### config.mk
export PLATFORM = sky130hd
export DESIGN_NAME = kbd_mmio
export DESIGN_NICKNAME = d
export VERILOG_FILES = /design/src/rtl/kbd_pkg.sv /design/src/rtl/kbd_mmio_ps2_rx.sv /design/src/rtl/kbd_mmio.sv
export SDC_FILE = /design/constraint.sdc
export NUM_CORES = 1
export LEC_CHECK = 0
export CORE_MARGIN = 10
export CORE_UTILIZATION = 58
export DETAILED_ROUTE_END_ITERATION = 8
export MAX_ROUTING_LAYER = met4
export PLACE_DENSITY = 0.88
export REMOVE_ABC_BUFFERS = 1
export SLEW_MARGIN = 20
export SYNTH_ARGS = -nofsm -noshare
export SYNTH_HDL_FRONTEND = slang
export SYNTH_SLANG_ARGS = --single-unit
export TNS_END_PERCENT = 30
### constraint.sdc
create_clock -name clk -period 5 [get_ports clk]
set_clock_uncertainty 0.1 [all_clocks]
set_input_delay 0.75 -clock clk [delete_from_list [all_inputs] [get_ports clk]]
set_output_delay 0.75 -clock clk [all_outputs]
set_load 0.05 [all_outputs]
### src/rtl/kbd_pkg.sv
// kbd_pkg: shared constants for the PS/2 keyboard MMIO device.
//   - register offsets (DATA, STATUS) within the 16-byte device window
//   - bit positions of the DATA valid flag and STATUS fields
//   - receiver state enum used by ps2_rx
package kbd_pkg;

  localparam logic [3:0] OFF_DATA   = 4'h0;
  localparam logic [3:0] OFF_STATUS = 4'h4;

  localparam int DATA_VLD_BIT  = 31;
  localparam int STAT_OVF_BIT  = 8;
  localparam int STAT_BUSY_BIT = 9;

  typedef enum logic [1:0] {
    RX_IDLE   = 2'd0,
    RX_DATA   = 2'd1,
    RX_PARITY = 2'd2,
    RX_STOP   = 2'd3
  } rx_state_e;

endpackage

### src/rtl/kbd_mmio_ps2_rx.sv
// ps2_rx: PS/2 frame receiver (synchronizers, frame FSM, timeout).
// Optional build macro: KBD_PARITY_CHECK_EN (drop frames failing odd parity).
// Ports:
//   clk, rst_n        system clock, synchronous active-low reset
//   ps2_clk, ps2_data raw asynchronous PS/2 lines
//   o_byte            received byte, valid while o_valid is high
//   o_valid           one-cycle strobe per accepted frame
//   o_busy            receiver is mid-frame (not IDLE)
module ps2_rx
  import kbd_pkg::*;
#(
  parameter int TIMEOUT_CYCLES = 50000
) (
  input  logic       clk,
  input  logic       rst_n,
  input  logic       ps2_clk,
  input  logic       ps2_data,
  output logic [7:0] o_byte,
  output logic       o_valid,
  output logic       o_busy
);

  localparam int TW = $clog2(TIMEOUT_CYCLES + 1);

  // r_clk_sync[1:0] is the 2-flop synchronizer; [2] holds the previous
  // synchronized value for edge detection.
  logic [2:0]    r_clk_sync;
  logic [1:0]    r_dat_sync;
  rx_state_e     r_state;
  logic [2:0]    r_bit_cnt;
  logic [7:0]    r_shift;
  logic [TW-1:0] r_tmo;
  logic          r_valid;

  logic w_fall, w_bit, w_tmo, w_par_ok;

  assign w_fall = r_clk_sync[2] & ~r_clk_sync[1];
  assign w_bit  = r_dat_sync[1];
  // Abandon a partial frame once the counter has run a full window with no edge.
  assign w_tmo  = (r_state != RX_IDLE) && !w_fall && (r_tmo == TW'(TIMEOUT_CYCLES - 1));

`ifdef KBD_PARITY_CHECK_EN
  logic r_par;
  assign w_par_ok = ^{r_shift, r_par};
`else
  assign w_par_ok = 1'b1;
`endif

  always_ff @(posedge clk) begin
    if (!rst_n) begin
      r_clk_sync <= '1;
      r_dat_sync <= '1;
      r_state    <= RX_IDLE;
      r_bit_cnt  <= '0;
      r_shift    <= '0;
      r_tmo      <= '0;
      r_valid    <= 1'b0;
`ifdef KBD_PARITY_CHECK_EN
      r_par      <= 1'b0;
`endif
    end else begin
      r_clk_sync <= {r_clk_sync[1:0], ps2_clk};
      r_dat_sync <= {r_dat_sync[0], ps2_data};
      r_valid    <= 1'b0;

      if (r_state == RX_IDLE || w_fall) r_tmo <= '0;
      else                              r_tmo <= r_tmo + TW'(1);

      if (w_tmo) begin
        r_state <= RX_IDLE;
      end else if (w_fall) begin
        case (r_state)
          RX_IDLE: begin
            if (!w_bit) begin
              r_state   <= RX_DATA;
              r_bit_cnt <= '0;
            end
          end
          RX_DATA: begin
            r_shift   <= {w_bit, r_shift[7:1]};
            r_bit_cnt <= r_bit_cnt + 3'd1;
            if (r_bit_cnt == 3'd7) r_state <= RX_PARITY;
          end
          RX_PARITY: begin
`ifdef KBD_PARITY_CHECK_EN
            r_par   <= w_bit;
`endif
            r_state <= RX_STOP;
          end
          RX_STOP: begin
            if (w_bit && w_par_ok) r_valid <= 1'b1;
            r_state <= RX_IDLE;
          end
          default: r_state <= RX_IDLE;
        endcase
      end
    end
  end

  // r_shift is stable in IDLE, so it doubles as the output byte register.
  assign o_byte  = r_shift;
  assign o_valid = r_valid;
  assign o_busy  = (r_state != RX_IDLE);

endmodule

### src/rtl/kbd_mmio.sv
// kbd_mmio: PS/2 keyboard MMIO device with a scancode FIFO.
// Optional build macro: KBD_PARITY_CHECK_EN (passed through to ps2_rx).
// Ports:
//   clk, rst_n          system clock, synchronous active-low reset
//   ps2_clk, ps2_data   raw PS/2 lines
//   sel_kbd, re, we     device select and CPU load/store strobes
//   addr[3:0]           byte offset (bits 3:2 decoded)
//   din[31:0]           store data (bit 8 at STATUS clears overflow)
//   dout_kbd[31:0]      combinational read data
//     0x0 DATA  : {valid, 23'0, head byte}, 0 when empty; read pops
//     0x4 STATUS: {22'0, busy, overflow, count}
//     0x8/0xC   : 0
module kbd_mmio
  import kbd_pkg::*;
#(
  parameter int FIFO_DEPTH     = 8,
  parameter int TIMEOUT_CYCLES = 50000
) (
  input  logic        clk,
  input  logic        rst_n,
  input  logic        ps2_clk,
  input  logic        ps2_data,
  input  logic        sel_kbd,
  input  logic        re,
  input  logic        we,
  input  logic [3:0]  addr,
  input  logic [31:0] din,
  output logic [31:0] dout_kbd
);

  localparam int AW = $clog2(FIFO_DEPTH);
  localparam int CW = AW + 1;

  logic [7:0]    r_mem [FIFO_DEPTH];
  logic [AW-1:0] r_rd, r_wr;
  logic [CW-1:0] r_count;
  logic          r_ovf;

  logic [7:0] w_rx_byte;
  logic       w_rx_valid, w_rx_busy;
  logic       w_sel_data, w_sel_stat, w_empty, w_full;
  logic       w_pop, w_push, w_ovf_set, w_ovf_clr;
  logic       w_unused_ok;

  ps2_rx #(.TIMEOUT_CYCLES(TIMEOUT_CYCLES)) u_rx (
    .clk     (clk),
    .rst_n   (rst_n),
    .ps2_clk (ps2_clk),
    .ps2_data(ps2_data),
    .o_byte  (w_rx_byte),
    .o_valid (w_rx_valid),
    .o_busy  (w_rx_busy)
  );

  assign w_sel_data = (addr[3:2] == OFF_DATA[3:2]);
  assign w_sel_stat = (addr[3:2] == OFF_STATUS[3:2]);
  assign w_empty    = (r_count == '0);
  assign w_full     = (r_count == CW'(FIFO_DEPTH));

  assign w_pop     = sel_kbd & re & w_sel_data & ~w_empty;
  // A same-cycle pop frees the head slot, so a full FIFO still accepts.
  assign w_push    = w_rx_valid & (~w_full | w_pop);
  assign w_ovf_set = w_rx_valid & w_full & ~w_pop;
  assign w_ovf_clr = sel_kbd & we & w_sel_stat & din[STAT_OVF_BIT];

  assign w_unused_ok = &{1'b0, addr[1:0], din[31:9], din[7:0]};

  always_ff @(posedge clk) begin
    if (w_push) r_mem[r_wr] <= w_rx_byte;
  end

  always_ff @(posedge clk) begin
    if (!rst_n) begin
      r_rd    <= '0;
      r_wr    <= '0;
      r_count <= '0;
      r_ovf   <= 1'b0;
    end else begin
      if (w_push) r_wr <= r_wr + AW'(1);
      if (w_pop)  r_rd <= r_rd + AW'(1);
      case ({w_push, w_pop})
        2'b10:   r_count <= r_count + CW'(1);
        2'b01:   r_count <= r_count - CW'(1);
        default: r_count <= r_count;
      endcase
      if (w_ovf_set)      r_ovf <= 1'b1;
      else if (w_ovf_clr) r_ovf <= 1'b0;
    end
  end

  always_comb begin
    dout_kbd = 32'h0;
    if (w_sel_data) begin
      if (!w_empty) begin
        dout_kbd[DATA_VLD_BIT] = 1'b1;
        dout_kbd[7:0]          = r_mem[r_rd];
      end
    end else if (w_sel_stat) begin
      dout_kbd[7:0]           = 8'(r_count);
      dout_kbd[STAT_OVF_BIT]  = r_ovf;
      dout_kbd[STAT_BUSY_BIT] = w_rx_busy;
    end
  end

endmodule

==> results of run 1 <==
-- cell type report --
type,count,area (sq um),share of cell area
Inverter,6,22.52,0.003994
Multi-Input combinational cell,244,1807,0.3204
Clock buffer,21,449.2,0.07965
Tap cell,105,131.4,0.02330
Timing Repair Buffer,28,260.3,0.04615
Sequential cell,113,2904,0.5150
Clock inverter,11,65.06,0.01154
-- worst paths after layout --
check,from,endpoint,slack [ns],depth (start not counted)
max,addr[2],dout_kbd[2],1.27,4
min,u_rx.r_clk_sync[0],u_rx.r_clk_sync[1],0.30,1
max reg2reg,r_count[1],r_mem[7][6],2.71,3
min reg2reg,u_rx.r_clk_sync[0],u_rx.r_clk_sync[1],0.30,1
-- state kept, by name (all words and copies together), names as in the netlist, 2 cells and up, named ones only --
register and cells:
r_rd 3, r_count 4, r_wr 3, u_rx.r_state 2, u_rx.o_byte 8, u_rx.r_tmo 16
u_rx.r_clk_sync 3, u_rx.r_dat_sync 2, u_rx.r_bit_cnt 3, r_mem 64
-- logic make-up after synthesis --
kind of cell,after synthesis
other,1
AOI/OAI and AO/OA,35
muxes,31
xor gates and xnor gates,16
adders and majority gates,11
and+or+nand+nor,130
buffers and inverters,45
DFF,113
-- power groups by stage --
stage | combinational (mW) | clock, mW | sequential (mW)
final | 0.0573 | 1.02 | 0.975
after global routing | 0.0605 | 1.08 | 0.975
after CTS | 0.0567 | 1.04 | 0.975
after detailed placement | 0.0566 | 0 | 0.994
after global placement | 0.0560 | 0 | 0.994
after floorplan | 0.0431 | 0 | 0.994
-- cell usage after synthesis, types with 2 or more instances --
cell type	number	share of area
edfxtp_1	64	0.39
nor2_1	25	0.019
nor3_1	10	0.010
nor4_1	3	0.0038
and2_1	7	0.0090
or4b_1	2	0.0041
nand2b_1	10	0.013
xnor2_1	6	0.011
nand3_1	17	0.017
or3_1	3	0.0038
nand4_1	5	0.0064
a21boi_1	9	0.014
clkbuf_1	12	0.0092
o21ai_1	6	0.0061
and4_1	2	0.0036
buf_4	22	0.034
mux2i_1	15	0.031
o21ai_0	3	0.0031
nand2_1	27	0.021
nor4bb_1	2	0.0041
xor2_1	10	0.018
buf_2	3	0.0031
nor2b_1	7	0.0090
mux4_2	16	0.074
a32oi_1	2	0.0036
a21oi_1	5	0.0051
ha_1	11	0.028
dfxtp_1	49	0.20
inv_1	5	0.0038
buf_1	2	0.0015
or4_1	3	0.0046
o211ai_1	2	0.0031
-- layout by cell type (no fill, tap or decap), types with 5 or more instances in the layout --
master           netlist  final
nand4_1                5      5
buf_4                 22      8
a21oi_1                5      5
and2_1                 7      7
inv_1                  5      5
xor2_1                10     10
clkbuf_16              0     16
nor3_1                10     10
edfxtp_1              64     64
nand2b_1              10     10
clkdlybuf4s50_1        0     20
dfxtp_1               49     48
a21boi_1               9      9
mux4_2                16     16
nor2_1                25     25
ha_1                  11     11
nor2b_1                7      7
clkinv_2               0      6
conb_1                 1     21
nand2_1               27     27
nand3_1               17     17
xnor2_1                6      6
mux2i_1               15     15
o21ai_1                6      6
-- routing by layer --
metal | GRT usage | part of all wire | up-vias
li1 | - | - | 1414
met1 | 0.1731 | 0.42 | 1437
met2 | 0.2521 | 0.53 | 65
met3 | 0.04455 | 0.046 | 4
met4 | 0.06512 | 0.0073 | 0
met5 | - | 0 | -
-- through the flow --
stage | cell area [sq um] | hold WS, ns
2_1_floorplan | 4732 | 0.2863
6_report | 5639 | 0.3041
3_5_place_dp | 5124 | 0.2987
3_3_place_gp | 5124 | 0.2889
5_1_grt | 5639 | 0.3178
4_1_cts | 5638 | 0.3068
==> results.json, run 1 <==
{
  "dp_hpwl_mm": 5.855,
  "routed_wl_mm": 8.933,
  "grt_pass1_vias": 2992,
  "crit_fanout": 9,
  "root_buffer": "clkbuf_8",
  "postCtsHoldBufs": 0,
  "synth_edf_count": 64,
  "p_clk_frac": 0.497,
  "final_layout_size_suffix_gt1_frac": 0.1418,
  "cts_resized": 0,
  "rsz0062_at_grt": "no",
  "yosysSeqAreaShare": 0.5937,
  "grt_pass1_wl_mm": 15.06,
  "cts_setup_buffers": 0,
  "antenna_found_initial": 0,
  "drt_iter0_drc": 255,
  "drt-wirelength-per-cell_um": 16.92,
  "fin_crit_sh": 0.7455,
  "cp-start-kind": "primary input",
  "switching_share": 0.2148,
  "p_leak_nw": 1.970,
  "power_density_nw_per_um2": 364.2,
  "fin_nets": 464,
  "relSlewSlack": 0.3842,
  "fp.dieH_um": 111.8,
  "report.final.hold_viol_count": 0,
  "cts-buffers-inserted": 17,
  "vias": 2920,
  "n_fill_cell": 545,
  "clk_latency_ns": 0.51,
  "max_cap_viol_count": 0,
  "gp_congestion": 0.8029,
  "setup_ws_ns": 1.272,
  "fin_crit_ns": 3.728,
  "cp.arrival_ns": 2.88,
  "ir_worst_vdd_mv": 0.2178,
  "clock_path_buffers": 2,
  "place_ws_ns": 1.273,
  "synthFlopType": "edfxtp_1",
  "synth_cells": 382,
  "synth_xor_area_frac": 0.02866,
  "cpLargestDelayFamily": "buffers and inverters",
  "setup_tns_ns": 0,
  "grt_max_degree": 33,
  "clock.fmax_mhz": 268.3,
  "synth_adder_area_share": 0.02815,
  "track_usage": 0.1542,
  "ant_nets": 0,
  "intPower_mw": 1.613,
  "cts_tree": "built",
  "crit_chain": "clkdlybuf4s50_1, or3_1, o21ai_1, clkdlybuf4s50_1",
  "area_growth_syn_to_layout_pct": 15.33,
  "crit_top_cell": "clkdlybuf4s50_1",
  "crit_type": "primary input to output port",
  "synthArstFlopShare": 0,
  "num_antenna_cells": 0,
  "crit_required_ns": 4.15,
  "dieArea_sq_um": 12500,
  "yosys_register_bits": 113,
  "synth_top_family_by_area": "simple AND/OR/NAND/NOR gates",
  "ios": 75,
  "cts.htree.levels": 4,
  "drc": 0,
  "finalPower_mw": 2.054,
  "slowest_stage": "clkdlybuf4s50_1",
  "cp-end-kind": "output port",
  "synth_area_per_cell_sq_um": 12.80,
  "synth_cell_types": 49,
  "overflow": 0,
  "utilization": 0.6863,
  "finalSetupViolCount": 0,
  "synth_area_sq_um": 4890,
  "path_clk_slew_ns": 0.05,
  "detail_route.first_pass.iterations": 4,
  "power_switching_mw": 0.4412,
  "port_buffers": 20,
  "tightest_slew_ns": 0.9203,
  "viasPerCell": 5.530,
  "die_x_um": 111.8,
  "yosys.area_share.simple": 0.1407,
  "synth-compound-area-share": 0.05143,
  "core_sq_um": 8217,
  "rows": 33,
  "p_comb_frac": 0.028,
  "slowest_delay_ns": 0.84,
  "outcome": "finished clean",
  "initial_core_util": 0.5951,
  "hp-class": "register to register",
  "drv_slew": 0,
  "crit_buf_inv": 2,
  "cts.sinks": 113,
  "seq_power_share": 0.475,
  "place_inst": 496,
  "ys_warn_count": 0,
  "synth.area.mux_share": 0.1044,
  "instances_no_fill": 528
}
(Power assumes the default switching activity.)
==> run 2, diff against run 1 <==
--- a/config.mk
+++ b/config.mk
@@ -6,10 +6,10 @@
 export NUM_CORES = 1
 export LEC_CHECK = 0
 export CORE_MARGIN = 10
-export CORE_UTILIZATION = 58
+export CORE_UTILIZATION = 48
 export DETAILED_ROUTE_END_ITERATION = 8
 export MAX_ROUTING_LAYER = met4
-export PLACE_DENSITY = 0.88
+export PLACE_DENSITY = 0.78
 export REMOVE_ABC_BUFFERS = 1
 export SLEW_MARGIN = 20
 export SYNTH_ARGS = -nofsm -noshare
==> constraint.sdc (replaced) <==
create_clock -name clk -period 3.1 [get_ports clk]
set_clock_uncertainty 0.1 [all_clocks]
set_input_delay 0.465 -clock clk [delete_from_list [all_inputs] [get_ports clk]]
set_output_delay 0.465 -clock clk [all_outputs]
set_load 0.05 [all_outputs]
==> run 2 against run 1 <==
  * First-iteration DRC count down 29%
  * Largest cell class unchanged
  * Critical path depth unchanged
  * Register-to-register slack worse by 1.9 ns
  * Sequential share of layout area decreased by 2.0 points
  * Via count rose by 1.2%
  * Clock power grew 82%
  * Utilization is 9.2 points lower
  * Global-route usage is 1.5 points lower
  * Sequential power increased by 61%
==> results.json, run 2 (synthesized netlist as in run 1, its figures left out) <==
{
  "cts_tree": "built",
  "crit_fanout": 16,
  "cts-buffers-inserted": 17,
  "p_comb_frac": 0.027,
  "rsz0062_at_grt": "no",
  "intPower_mw": 2.693,
  "port_buffers": 20,
  "viasPerCell": 5.288,
  "cp-start-kind": "register",
  "tightest_slew_ns": 0.8092,
  "cp.arrival_ns": 2.28,
  "crit_required_ns": 2.53,
  "overflow": 0,
  "core_sq_um": 9864,
  "rr_startpoint": "r_count[0]",
  "finalSetupViolCount": 0,
  "crit_type": "register to output port",
  "fin_crit_sh": 0.9165,
  "fin_crit_ns": 2.841,
  "grt_max_degree": 32,
  "relSlewSlack": 0.4598,
  "min-delay-start": "u_rx.r_dat_sync[0]",
  "drt-wirelength-per-cell_um": 16.67,
  "drc": 0,
  "dp_hpwl_mm": 6.195,
  "die_x_um": 120.9,
  "place_inst": 527,
  "track_usage": 0.1395,
  "root_buffer": "clkbuf_8",
  "ios": 75,
  "cts.sinks": 113,
  "switching_share": 0.2365,
  "final_common_cell": "edfxtp_1",
  "clock_path_buffers": 2,
  "routed_wl_mm": 9.316,
  "largest-register": "r_mem",
  "p_clk_frac": 0.528,
  "drt_iter0_drc": 180,
  "power_density_nw_per_um2": 601.5,
  "whs_ns": 0.3067,
  "place_ws_ns": 0.4136,
  "reg2reg_slack_ns": 0.84,
  "grt_pass1_wl_mm": 15.52,
  "ant_nets": 0,
  "cp-end-kind": "output port",
  "r2r-end": "r_count[2]",
  "postCtsHoldBufs": 0,
  "detail_route.first_pass.iterations": 4,
  "cp-endpoint": "dout_kbd[1]",
  "antenna_found_initial": 0,
  "fp.dieH_um": 120.9,
  "cts_setup_buffers": 0,
  "final_cell_mix": "edfxtp_1, dfxtp_1, nand2_1",
  "power_switching_mw": 0.8340,
  "grt_pass1_vias": 3115,
  "p_leak_nw": 2.059,
  "area_growth_syn_to_layout_pct": 19.91,
  "final_layout_size_suffix_gt1_frac": 0.1808,
  "instances_no_fill": 559,
  "largest_reg_flops": 64,
  "cts.htree.levels": 4,
  "hp-class": "register to register",
  "drv_slew": 0,
  "gp_congestion": 0.7458,
  "worstRegToRegCells": 8,
  "rows": 36,
  "num_antenna_cells": 0,
  "clk_latency_ns": 0.51,
  "fin_nets": 467,
  "setup_tns_ns": 0,
  "seq_power_share": 0.446,
  "ir_worst_vdd_mv": 0.4259,
  "dieArea_sq_um": 14620,
  "path_clk_slew_ns": 0.06,
  "clock.fmax_mhz": 352.0,
  "initial_core_util": 0.4957,
  "cts_resized": 0,
  "max_cap_viol_count": 0,
  "setup_ws_ns": 0.2589,
  "outcome": "finished clean",
  "utilization": 0.5944,
  "vias": 2956,
  "n_fill_cell": 748,
  "report.final.hold_viol_count": 0
}
## run 2: cell type report
| class | count | area [sq um] | share of cell area |
|---|---|---|---|
| tap | 133 | 166.4 | 0.02838 |
| timing repair buffer | 31 | 380.4 | 0.06487 |
| clock inverter | 15 | 165.2 | 0.02817 |
| multi-input combinational | 244 | 1812 | 0.3090 |
| sequential | 113 | 2903 | 0.4951 |
| clock buffer | 17 | 414.1 | 0.07064 |
| inverter | 6 | 22.52 | 0.003841 |
## run 2: per-stage QoR
stage               area, sq um  total power [mW]
floorplan                  4732             1.673
global placement           5279             1.695
detailed placement         5279             1.696
CTS                        5858             3.556
global route               5863             3.630
finish                     5863             3.527
## run 2: worst max-delay path: stages (launching register included)
cell	delay, ns
dfxtp_1	0.85
mux4_2	0.43
mux2i_1	0.18
o21ai_1	0.14
buf_12	0.17
## run 2: worst min-delay path by stage
| stage | endpoint | slack, ns | cells past startpoint |
|---|---|---|---|
| 6_report | u_rx.r_dat_sync[1] | 0.31 | 1 |
| 5_1_grt | u_rx.r_clk_sync[1] | 0.33 | 1 |
| 3_3_place_gp | u_rx.r_clk_sync[1] | 0.29 | 1 |
| 3_5_place_dp | u_rx.r_clk_sync[1] | 0.30 | 1 |
| 4_1_cts | u_rx.r_dat_sync[1] | 0.31 | 1 |
| 2_1_floorplan | u_rx.r_clk_sync[1] | 0.29 | 1 |
## run 2: metal layers
metal,global-route usage,share of wire,up-vias,wire [um]
li1,-,-,1432,-
met1,0.1497,0.42,1441,3906
met2,0.2374,0.52,69,4847
met3,0.03723,0.045,14,423
met4,0.06184,0.015,0,138
met5,-,0,-,0
## run 2: power by group through the flow
stage | Clock (mW) | Combinational [mW] | Sequential (mW)
after global placement | 0 | 0.0916 | 1.60
after detailed placement | 0 | 0.0926 | 1.60
after floorplan | 0 | 0.0694 | 1.60
after global routing | 1.96 | 0.0986 | 1.57
final | 1.86 | 0.0938 | 1.57
after CTS | 1.89 | 0.0926 | 1.57
==> run 3, diff against run 2 <==
--- a/config.mk
+++ b/config.mk
@@ -5,12 +5,11 @@
 export SDC_FILE = /design/constraint.sdc
 export NUM_CORES = 1
 export LEC_CHECK = 0
-export CORE_MARGIN = 10
+export CORE_MARGIN = 3
 export CORE_UTILIZATION = 48
 export DETAILED_ROUTE_END_ITERATION = 8
 export MAX_ROUTING_LAYER = met4
 export PLACE_DENSITY = 0.78
-export REMOVE_ABC_BUFFERS = 1
 export SLEW_MARGIN = 20
 export SYNTH_ARGS = -nofsm -noshare
 export SYNTH_HDL_FRONTEND = slang
==> run 3 against run 2 <==
  * Flip-flop and latch count did not move
  * Critical endpoint is now dout_kbd[2]
  * Clock power increased by 6%
  * Largest power group unchanged
  * Via count shrank 0.41%
  * Highest routed layer unchanged
  * First-iteration DRC count fell by 3.9%
  * Global-route usage rose by 4.2 points
==> results.json, run 3 (synthesized netlist as in run 1, its figures left out) <==
{
  "outcome": "finished clean",
  "report.final.hold_viol_count": 0,
  "crit_buf_inv": 1,
  "path_clk_slew_ns": 0.06,
  "drv_slew": 0,
  "track_usage": 0.1819,
  "cp-start-kind": "register",
  "cts_tree": "built",
  "clock.fmax_mhz": 332.5,
  "grt_busiest_layer": "met2",
  "clk_latency_ns": 0.51,
  "cts_setup_buffers": 0,
  "cts.htree.levels": 4,
  "crit_chain": "nor4_1, or3_1, o21ai_1, buf_12",
  "power_density_nw_per_um2": 617.8,
  "postCtsHoldBufs": 0,
  "drt_iter0_drc": 173,
  "root_buffer": "clkbuf_8",
  "crit_required_ns": 2.53,
  "die_x_um": 106.9,
  "port_buffers": 20,
  "n_fill_cell": 761,
  "area_growth_syn_to_layout_pct": 20.65,
  "final_cell_mix": "edfxtp_1, dfxtp_1, nand2_1",
  "antenna_found_initial": 0,
  "final_layout_size_suffix_gt1_frac": 0.1803,
  "dp_hpwl_mm": 5.793,
  "dieArea_sq_um": 11430,
  "cts.sinks": 113,
  "final_common_cell": "edfxtp_1",
  "clock_path_buffers": 2,
  "cp_num_cells": 4,
  "routed_wl_mm": 9.077,
  "overflow": 0,
  "hold_path_depth": 1,
  "grtUsageMet1": 0.2020,
  "cp.arrival_ns": 2.44,
  "fp.dieH_um": 106.9,
  "hp-class": "register to register",
  "slowest_stage": "nor4_1",
  "drc": 0,
  "p_leak_nw": 2.073,
  "grt_max_degree": 20,
  "place_ws_ns": 0.4004,
  "max_cap_viol_count": 0,
  "rsz0062_at_grt": "no",
  "vias": 2944,
  "drt-wirelength-per-cell_um": 16.21,
  "num_antenna_cells": 0,
  "finalSetupViolCount": 0,
  "gp_congestion": 0.8123,
  "setup_ws_ns": 0.09265,
  "fin_nets": 468,
  "tightest_slew_ns": 0.6712,
  "viasPerCell": 5.257,
  "ant_nets": 0,
  "crit_type": "register to output port",
  "setup_tns_ns": 0,
  "grt_pass1_vias": 2981,
  "initial_core_util": 0.4980,
  "cpLargestDelayFamily": "simple AND/OR/NAND/NOR gates",
  "largest-register": "r_mem",
  "relSlewSlack": 0.5516,
  "cts-buffers-inserted": 17,
  "fin_crit_sh": 0.9701,
  "cts_resized": 0,
  "rows": 36,
  "grt_pass1_wl_mm": 15.04,
  "fin_crit_ns": 3.007,
  "use_met3": 0.05900,
  "crit_fanout": 9,
  "gr-usage-met2": 0.3017,
  "worstRegToRegCells": 8,
  "cp-end-kind": "output port",
  "slowest_delay_ns": 0.61,
  "largest_reg_flops": 64,
  "detail_route.first_pass.iterations": 6,
  "whs_ns": 0.3072,
  "ios": 75,
  "reg2reg_slack_ns": 0.81,
  "core_sq_um": 9819,
  "ir_worst_vdd_mv": 0.3933
}
-- run 3: cell types whose count changed in the layout (fill, tap and decap cells not counted) --
| cell | change |
|---|---|
| inv_8 | -3 |
| bufinv_16 | +2 |
| buf_4 | +1 |
| clkinvlp_4 | +1 |
| or3_1 | +1 |
| or3_4 | -1 |
-- run 3: worst paths after layout --
kind	start	endpoint
setup / recovery	r_count[0]	dout_kbd[2]
hold / removal	u_rx.r_dat_sync[0]	u_rx.r_dat_sync[1]
setup reg to reg	r_count[0]	r_count[2]
hold reg to reg	u_rx.r_dat_sync[0]	u_rx.r_dat_sync[1]
-- run 3: worst reg2reg max path: stages, from the launching register on --
cell and delay, ns:
dfxtp_1 0.39, nor4_1 0.61, nor3_1 0.16, xor2_1 0.18
ha_1 0.21, nor3_1 0.14, nand3_1 0.11, mux2i_1 0.13
o21a_1 0.17
-- run 3: final cells by class --
| class | instances | area, sq um | area share |
|---|---|---|---|
| Clock inverter | 15 | 198.9 | 0.03372 |
| Multi-Input combinational cell | 244 | 1807 | 0.3063 |
| Timing Repair Buffer | 32 | 387.9 | 0.06575 |
| Tap cell | 133 | 166.4 | 0.02821 |
| Clock buffer | 17 | 414.1 | 0.07020 |
| Inverter | 6 | 22.52 | 0.003818 |
| Sequential cell | 113 | 2903 | 0.4920 |
-- run 3: where the power goes --
| group | internal (mW) | total, mW | switching, mW |
|---|---|---|---|
| clock network | 1.25 | 1.98 | 0.731 |
| registers | 1.57 | 1.57 | 0.00168 |
| logic | 0.0192 | 0.0923 | 0.0731 |
| total | 2.84 | 3.64 | 0.806 |
-- run 3: metal layers --
metal / up-vias / share of wire
met1: 1449 / 0.39
met4: 0 / 0.021
met2: 59 / 0.54
met3: 13 / 0.043
met5: - / 0
li1: 1423 / -
-- run 3: metrics by stage --
step           cells  cell area, sq um  utilization  power, mW
3_5_place_dp     528              5286       0.5384      1.696
5_1_grt          560              5899       0.6008      3.762
6_report         560              5899       0.6008      3.645
3_3_place_gp     528              5286       0.5384      1.695
4_1_cts          560              5899       0.6008      3.684
2_1_floorplan    402              4965            -      1.698
